[src/rtl/cu_data_write_pack.sv]
// Compute-unit result packer: gathers 32-bit words into 128-byte cachelines and
// hands each line to the data write engine as two 64-byte halves with command tags.
package cu_data_write_pack_pkg;

  localparam int ARRAY_SIZE_BITS = 32;
  localparam int CU_ID_BITS      = 8;
  localparam int HALF_LINE_BITS  = 512;

  localparam logic [CU_ID_BITS-1:0] DATA_WRITE_CONTROL_ID = 8'h21;

  typedef enum logic [2:0] {
    STRUCT_INVALID = 3'd0,
    READ_DATA      = 3'd1,
    WRITE_DATA     = 3'd2,
    READ_GRAPH     = 3'd3
  } array_struct_t;

  typedef enum logic [1:0] {
    CMD_INVALID = 2'd0,
    CMD_READ    = 2'd1,
    CMD_WRITE   = 2'd2
  } cmd_type_t;

  typedef enum logic [1:0] {
    ABT_NONE = 2'd0,
    STRICT   = 2'd1,
    ABORT    = 2'd2,
    PREF     = 2'd3
  } abt_t;

  typedef struct packed {
    array_struct_t                array_struct;
    cmd_type_t                    cmd_type;
    logic [CU_ID_BITS-1:0]        cu_id;
    abt_t                         abt;
    logic [6:0]                   cacheline_offest;
    logic [ARRAY_SIZE_BITS-1:0]   address_offest;
    logic [5:0]                   real_size;
  } CommandTagLine;

  typedef struct packed {
    logic                         valid;
    CommandTagLine                cmd;
    logic [0:HALF_LINE_BITS-1]    data;
  } ReadWriteDataLine;

  typedef struct packed {
    logic empty;
    logic full;
    logic alfull;
  } BufferStatus;

endpackage

module cu_data_write_pack
  import cu_data_write_pack_pkg::*;
#(
  parameter logic [CU_ID_BITS-1:0] CU_ID          = DATA_WRITE_CONTROL_ID,
  parameter int                    WORDS_PER_LINE = 32
) (
  input  logic                       clock,
  input  logic                       rstn,
  input  logic                       enabled_in,
  input  logic                       job_start,
  input  logic [ARRAY_SIZE_BITS-1:0] job_size,
  input  logic                       word_in_valid,
  input  logic [31:0]                word_in_data,
  output logic                       word_in_ready,
  input  BufferStatus                write_data_in_buffer_status,
  output ReadWriteDataLine           write_data_0_out,
  output ReadWriteDataLine           write_data_1_out,
  output logic [ARRAY_SIZE_BITS-1:0] job_words_packed,
  output logic                       job_done
);

  localparam int HALF_WORDS = WORDS_PER_LINE / 2;
  localparam int CNT_W      = $clog2(WORDS_PER_LINE + 1);
  localparam int IDX_W      = $clog2(WORDS_PER_LINE);

  typedef enum logic [1:0] {IDLE, FILL, EMIT, DONE} state_t;

  state_t                             state_q;
  logic                               enabled_q;
  logic [ARRAY_SIZE_BITS-1:0]         job_size_q;
  logic [ARRAY_SIZE_BITS-1:0]         words_q;
  logic [CNT_W-1:0]                   word_cnt_q;
  logic [ARRAY_SIZE_BITS-1:0]         line_idx_q;
  logic [WORDS_PER_LINE-1:0][31:0]    line_q;
  ReadWriteDataLine                   out0_q;
  ReadWriteDataLine                   out1_q;

  logic                               accept;
  logic                               line_full;
  logic                               alfull;
  logic [ARRAY_SIZE_BITS-1:0]         words_d;
  CommandTagLine                      cmd_d;
  logic [0:HALF_LINE_BITS-1]          data0_d;
  logic [0:HALF_LINE_BITS-1]          data1_d;
  logic                               unused_status;

  assign word_in_ready    = (state_q == FILL) && enabled_q;
  assign accept           = word_in_ready && word_in_valid;
  assign words_d          = words_q + ARRAY_SIZE_BITS'(1);
  assign line_full        = (word_cnt_q == CNT_W'(WORDS_PER_LINE - 1));
  assign alfull           = write_data_in_buffer_status.alfull;
  assign unused_status    = ^{write_data_in_buffer_status.empty, write_data_in_buffer_status.full};

  assign write_data_0_out = out0_q;
  assign write_data_1_out = out1_q;
  assign job_words_packed = words_q;
  assign job_done         = (state_q == DONE);

  // NOTE: every variable gets a default at the top of always_comb so no path can infer a latch.
  always_comb begin
    cmd_d                  = '0;
    cmd_d.array_struct     = WRITE_DATA;
    cmd_d.cmd_type         = CMD_WRITE;
    cmd_d.cu_id            = CU_ID;
    cmd_d.abt              = STRICT;
    cmd_d.cacheline_offest = '0;
    cmd_d.address_offest   = line_idx_q << 7;
    cmd_d.real_size        = word_cnt_q;
  end

  // Slot j lands at [j*32 +: 32] of an ascending vector, so word 0 sits in the MSBs.
  always_comb begin
    data0_d = '0;
    data1_d = '0;
    for (int j = 0; j < HALF_WORDS; j++) begin
      data0_d[j*32 +: 32] = line_q[j];
      data1_d[j*32 +: 32] = line_q[j + HALF_WORDS];
    end
  end

  // NOTE: the line buffer is reset on purpose: a zero-padded partial line must never
  // expose words from an earlier job or from before a mid-job reset.
  always_ff @(posedge clock or negedge rstn) begin
    if (!rstn) begin
      state_q    <= IDLE;
      enabled_q  <= 1'b0;
      job_size_q <= '0;
      words_q    <= '0;
      word_cnt_q <= '0;
      line_idx_q <= '0;
      line_q     <= '0;
      out0_q     <= '0;
      out1_q     <= '0;
    end else begin
      enabled_q <= enabled_in;
      out0_q    <= '0;
      out1_q    <= '0;
      if (enabled_q) begin
        unique case (state_q)
          IDLE, DONE: begin
            if (job_start) begin
              job_size_q <= job_size;
              words_q    <= '0;
              word_cnt_q <= '0;
              line_idx_q <= '0;
              line_q     <= '0;
              state_q    <= (job_size == '0) ? DONE : FILL;
            end
          end
          FILL: begin
            if (accept) begin
              line_q[word_cnt_q[IDX_W-1:0]] <= word_in_data;
              word_cnt_q <= word_cnt_q + CNT_W'(1);
              words_q    <= words_d;
              if (line_full || (words_d == job_size_q)) state_q <= EMIT;
            end
          end
          EMIT: begin
            // Half 1 is always marked valid so both engine FIFOs advance together.
            if (!alfull) begin
              out0_q     <= '{valid: 1'b1, cmd: cmd_d, data: data0_d};
              out1_q     <= '{valid: 1'b1, cmd: cmd_d, data: data1_d};
              line_q     <= '0;
              word_cnt_q <= '0;
              if (words_q == job_size_q) begin
                state_q <= DONE;
              end else begin
                state_q    <= FILL;
                line_idx_q <= line_idx_q + ARRAY_SIZE_BITS'(1);
              end
            end
          end
        endcase
      end
    end
  end

endmodule
[config.mk]
export PLATFORM = sky130hd
export DESIGN_NAME = cu_data_write_pack
export DESIGN_NICKNAME = d
export VERILOG_FILES = /design/src/rtl/cu_data_write_pack.sv
export SDC_FILE = /design/constraint.sdc
export NUM_CORES = 2
export LEC_CHECK = 0
export BUFFER_PORTS_ARGS = -buffer_cell sky130_fd_sc_hd__buf_2
export CAP_MARGIN = 20
export CORE_AREA = 5 5 490 492
export CTS_CLUSTER_DIAMETER = 150
export DETAILED_ROUTE_END_ITERATION = 8
export DIE_AREA = 0 0 495 497
export PLACE_DENSITY = 0.57
export SETUP_SLACK_MARGIN = 0.1
export SLEW_MARGIN = 20
export SYNTH_ARGS = -nofsm -noshare
export SYNTH_HDL_FRONTEND = slang
export SYNTH_SLANG_ARGS = --single-unit
[constraint.sdc]
create_clock -name clock -period 5.3 [get_ports clock]
set_clock_uncertainty 0.1 [all_clocks]
set_input_delay 0.265 -clock clock [delete_from_list [all_inputs] [get_ports clock]]
set_output_delay 0.265 -clock clock [all_outputs]
set_load 0.01 [all_outputs]
==> summary.md <==
| Metric | Value |
|---|---|
| Nets | `7660` |
| Commonest cells in the netlist | `2178 x dfrtp_1, 1069 x o21ai_0, 1062 x and2_1` |
| Post-synth ARST share | `100%` |
| Remaining routing DRC violations | `0` |
| DP Area | `0.0870 mm^2` |
| Final Util | `40.6%` |
| Filler Cell Count | `22.5k` |
| Sequential cell area | `0.0545 mm^2` |
| Combinational share of power | `15.9%` |
| MaxCap Viol Count | `0` |
| P_int | `27.6 mW` |
| Min-Delay Path Depth | `4` |
| Clock root cell | `clkbuf_16` |
| RSZ-0062 raised after global routing | `no` |
| CTS Buf Count | `220` |
| TNS Setup | `0 ns` |
| Initial antenna violation count | `28` |
| Synth cell types | `55` |
| Clock power frac | `39.7%` |
| NetSw | `12.4 mW` |
| Max Clk Rate | `0.239 GHz` |
| DR WL met2 | `129 mm` |
| Post-synth EDFFs | `0` |
| Pwr Total | `40.0 mW` |
| Reg-to-reg endpoint | `data0_d[274]$_DFFE_PN0P_` |
| Global-route wire length before repair | `387 mm` |
| Synth area leader | `dfrtp_1` |
| Worst Tran Pin Value | `1.11 ns` |
| TritonCTS Sinks | `2178` |
| Post-DRT Antenna Nets | `0` |
| Layout area overhead | `21.9%` |
| FF-to-FF path depth | `9` |
| Crit path DAT | `4.73 ns` |
| Postcts setup bufs | `0` |
| RePlAce Congestion | `0.869` |
| Critical hold path startpoint | `word_in_data[19]` |
| Core ar. | `0.235 mm^2` |
| Maximum clock path buffer count | `3` |
| VDD IR max | `0.378 mV` |
| Die height | `497 um` |
| Yosys warnings | `0` |
| Reg-to-reg startpoint | `state_q[0]$_DFFE_PN0P_` |
| Multi-input gate area | `0.0211 mm^2` |
| Wirelength, routed | `270 mm` |
| Gr ovfl total | `0` |
| Largest cells by area after synthesis | `dfrtp_1 70%, and2_1 8.5%, o21ai_0 6.8%` |
| Final hold vios | `0` |
| TritonCTS clock tree | `yes` |
| Number of cells produced by synthesis | `6580` |
| Inst Count DP | `10.4k` |
| Pwr dens | `420 mW/mm^2` |
| Mean cell area of the mapped netlist | `11.9 um^2` |
| Layout Cells excl Fill | `10.9k` |
| Port buffer count | `1201` |
| Post-CTS Resized | `0` |
| Worst EP required | `5.85 ns` |
| Slew HR | `25.7%` |
| First-pass DRT Iterations | `5` |
| Clock transition at the registers of the reported paths | `0.06 ns` |
| Bufs and invs on worst path | `2` |
| Final Critical Period | `4.18 ns` |
| Worst Path Max Fanout | `40` |
| Status | `complete, no violations` |
| Share of post-route cells with drive strength above 1 | `23.3%` |
| Via count | `53.5k` |
| Site row count | `178` |
| Crit. End Element | `flip-flop` |
| Clock latency on the worst-skew pair | `0.87 ns` |
| CP Cell Sequence | `inv_1 -> ha_1 -> nand2_1 -> o2111a_1 -> and2_1 -> nand3_2 -> buf_4 -> nand3_1 -> o21ai_0` |
| R2R setup slack | `1.12 ns` |
| Met1 wire length | `109 mm` |
| Hold worst-path end | `data0_d[268]$_DFFE_PN0P_` |
| Number of global-route vias before repair | `53.4k` |
| Synth Cell Area | `0.0782 mm^2` |
| Synthesized flop and latch total | `2178` |
| Static Leak | `48.3 nW` |
| Vias per Instance | `4.89` |
| GRT Util Overall | `21.4%` |
| Switching fraction of total power | `30.9%` |
| Final setup viols | `0` |
| Worst min path class | `input port to flip-flop` |
| Initial Util | `33.3%` |
| Drt initial violations | `3800` |
| Main synth FF type | `dfrtp_1` |
| Slowest-stage cell, CP | `o2111a_1` |
| Design Area, Final | `0.0953 mm^2` |
| Register area share after synthesis | `69.7%` |
| # IOs | `1252` |
| Die area | `0.246 mm^2` |
| Final cycle utilization of the critical path | `78.9%` |
| DR top layer | `met5` |
| Most numerous cell in the Yosys netlist | `dfrtp_1` |
| Wirelength per Cell | `24.7 um` |
| Max-slew violation count | `0` |
| Kind of critical path | `flip-flop to flip-flop` |
| Routed wl met3 | `21.3 mm` |
| Slowest Stage Delay on Critical Path | `0.86 ns` |
| Die Wd | `495 um` |
| Area share of the largest cell type after synthesis | `69.7%` |
| Crit path launch type | `flip-flop` |
| H-tree level count | `4` |
| HPWL after DPL | `171 mm` |
| Flop pwr share | `44.4%` |
| CP delay by family, top | `simple AND/OR/NAND/NOR gates` |
| Largest net degree at the start of global routing | `180` |
-- worst max-delay path by stage --
stage	startpoint	end	slack, ns	depth (start not counted)
2_1_floorplan	job_words_packed[0]$_DFFE_PN0P_	state_q[0]$_DFFE_PN0P_	2.48	10
3_3_place_gp	state_q[0]$_DFFE_PN0P_	data1_d[494]$_DFFE_PN0P_	0.88	11
3_5_place_dp	state_q[0]$_DFFE_PN0P_	data1_d[500]$_DFFE_PN0P_	0.87	11
4_1_cts	state_q[0]$_DFFE_PN0P_	data1_d[501]$_DFFE_PN0P_	0.82	11
5_1_grt	state_q[0]$_DFFE_PN0P_	data0_d[274]$_DFFE_PN0P_	0.76	9
6_report	state_q[0]$_DFFE_PN0P_	data0_d[274]$_DFFE_PN0P_	1.12	9
-- cells by family (layout without fill, tap and decap cells) --
group	count (synthesis)	count (layout)	synth area share, %
AO/OA/AOI/OAI	1135	1135	7.43
AND/OR/NAND/NOR	2457	2457	17.5
buffers and inverters	691	1819	3.83
flip-flops	2178	2178	69.7
other	1	66	0.00480
adder cells (fa/ha/maj)	10	10	0.160
multiplexers	46	46	0.644
XOR/XNOR	62	62	0.695
-- layer usage --
metal	global-route usage, %	up-vias
li1	-	23912
met1	27.6	27126
met2	35.2	1962
met3	4.97	454
met4	8.08	2
met5	0	-
-- power groups by stage --
stage | logic (mW) | registers (mW) | clock network (mW)
CTS | 6.47 | 17.8 | 16.2
floorplan | 2.91 | 17.9 | 0
global placement | 6.23 | 18.0 | 0
finish | 6.36 | 17.8 | 15.9
global route | 6.79 | 17.8 | 16.8
detailed placement | 6.30 | 18.1 | 0
-- timing repair --
| item | CTS | global route |
|---|---|---|
| endpoints found under the hold margin | 571 | 0 |
| hold buffers | 71 | 0 |
| setup endpoints to repair | 0 | 0 |
-- metrics by stage --
step                      worst slack [ns]  hold WS [ns]
after floorplan                       2.48        -0.131
after global placement               0.877         0.210
after detailed placement             0.872         0.211
after CTS                            0.824      0.000310
after global routing                 0.764        0.0238
final                                 1.12        0.0261
-- tightest hold or removal path, cell delays in order --
cell	delay, ns
buf_2	0.12
nand2_2	0.05
buf_4	0.26
o21ai_0	0.24
-- placed cells by master, fill, tap and decap left out, types with 10 or more instances in the layout --
cell           Yosys  final
nor4_1            20     20
mux2_2            34     34
nand4_1           28     28
xor2_1            17     17
o21ai_0         1069   1069
a22o_1            10     10
nand2_1          127     81
clkbuf_1         490     44
clkbuf_16          0    222
inv_1             16     16
dfrtp_1         2178   2178
nor2_1            53     53
bufinv_16          0     11
clkinv_2           0     35
nor3_1            37     37
clkbuf_8           0     59
nand2_2            0     33
or3_1             19     18
mux2i_1           12     12
dlygate4sd3_1      0     70
nand2_4            0     13
or2_2             13     12
a21oi_1           32     32
buf_4             96    100
and2_1          1062   1062
buf_2             12   1200
diode_2            0     18
buf_12             0     31
conb_1             1     48
xnor2_1           45     45
nand3_1         1061   1053
-- layout make-up --
| type | instances | area share [%] |
|---|---|---|
| diodes | 18 | 0.0473 |
| clock inverters | 74 | 1.03 |
| flip-flops and latches | 2178 | 57.2 |
| well taps | 3150 | 4.14 |
| clock buffers | 325 | 6.86 |
| inverters | 17 | 0.0670 |
| multi-input cells | 3758 | 22.1 |
| repair buffers | 1403 | 8.54 |
-- flip-flops by register name, summed over array words and instances (netlist names) --
signal and cells:
state_q 2, data0_d 512, write_data_0_out 539, line_idx_q 25, job_words_packed 32, data1_d 512
enabled_q 1, job_size_q 32, write_data_1_out 517, word_cnt_q 6
Power figures use the tool's default switching activity.
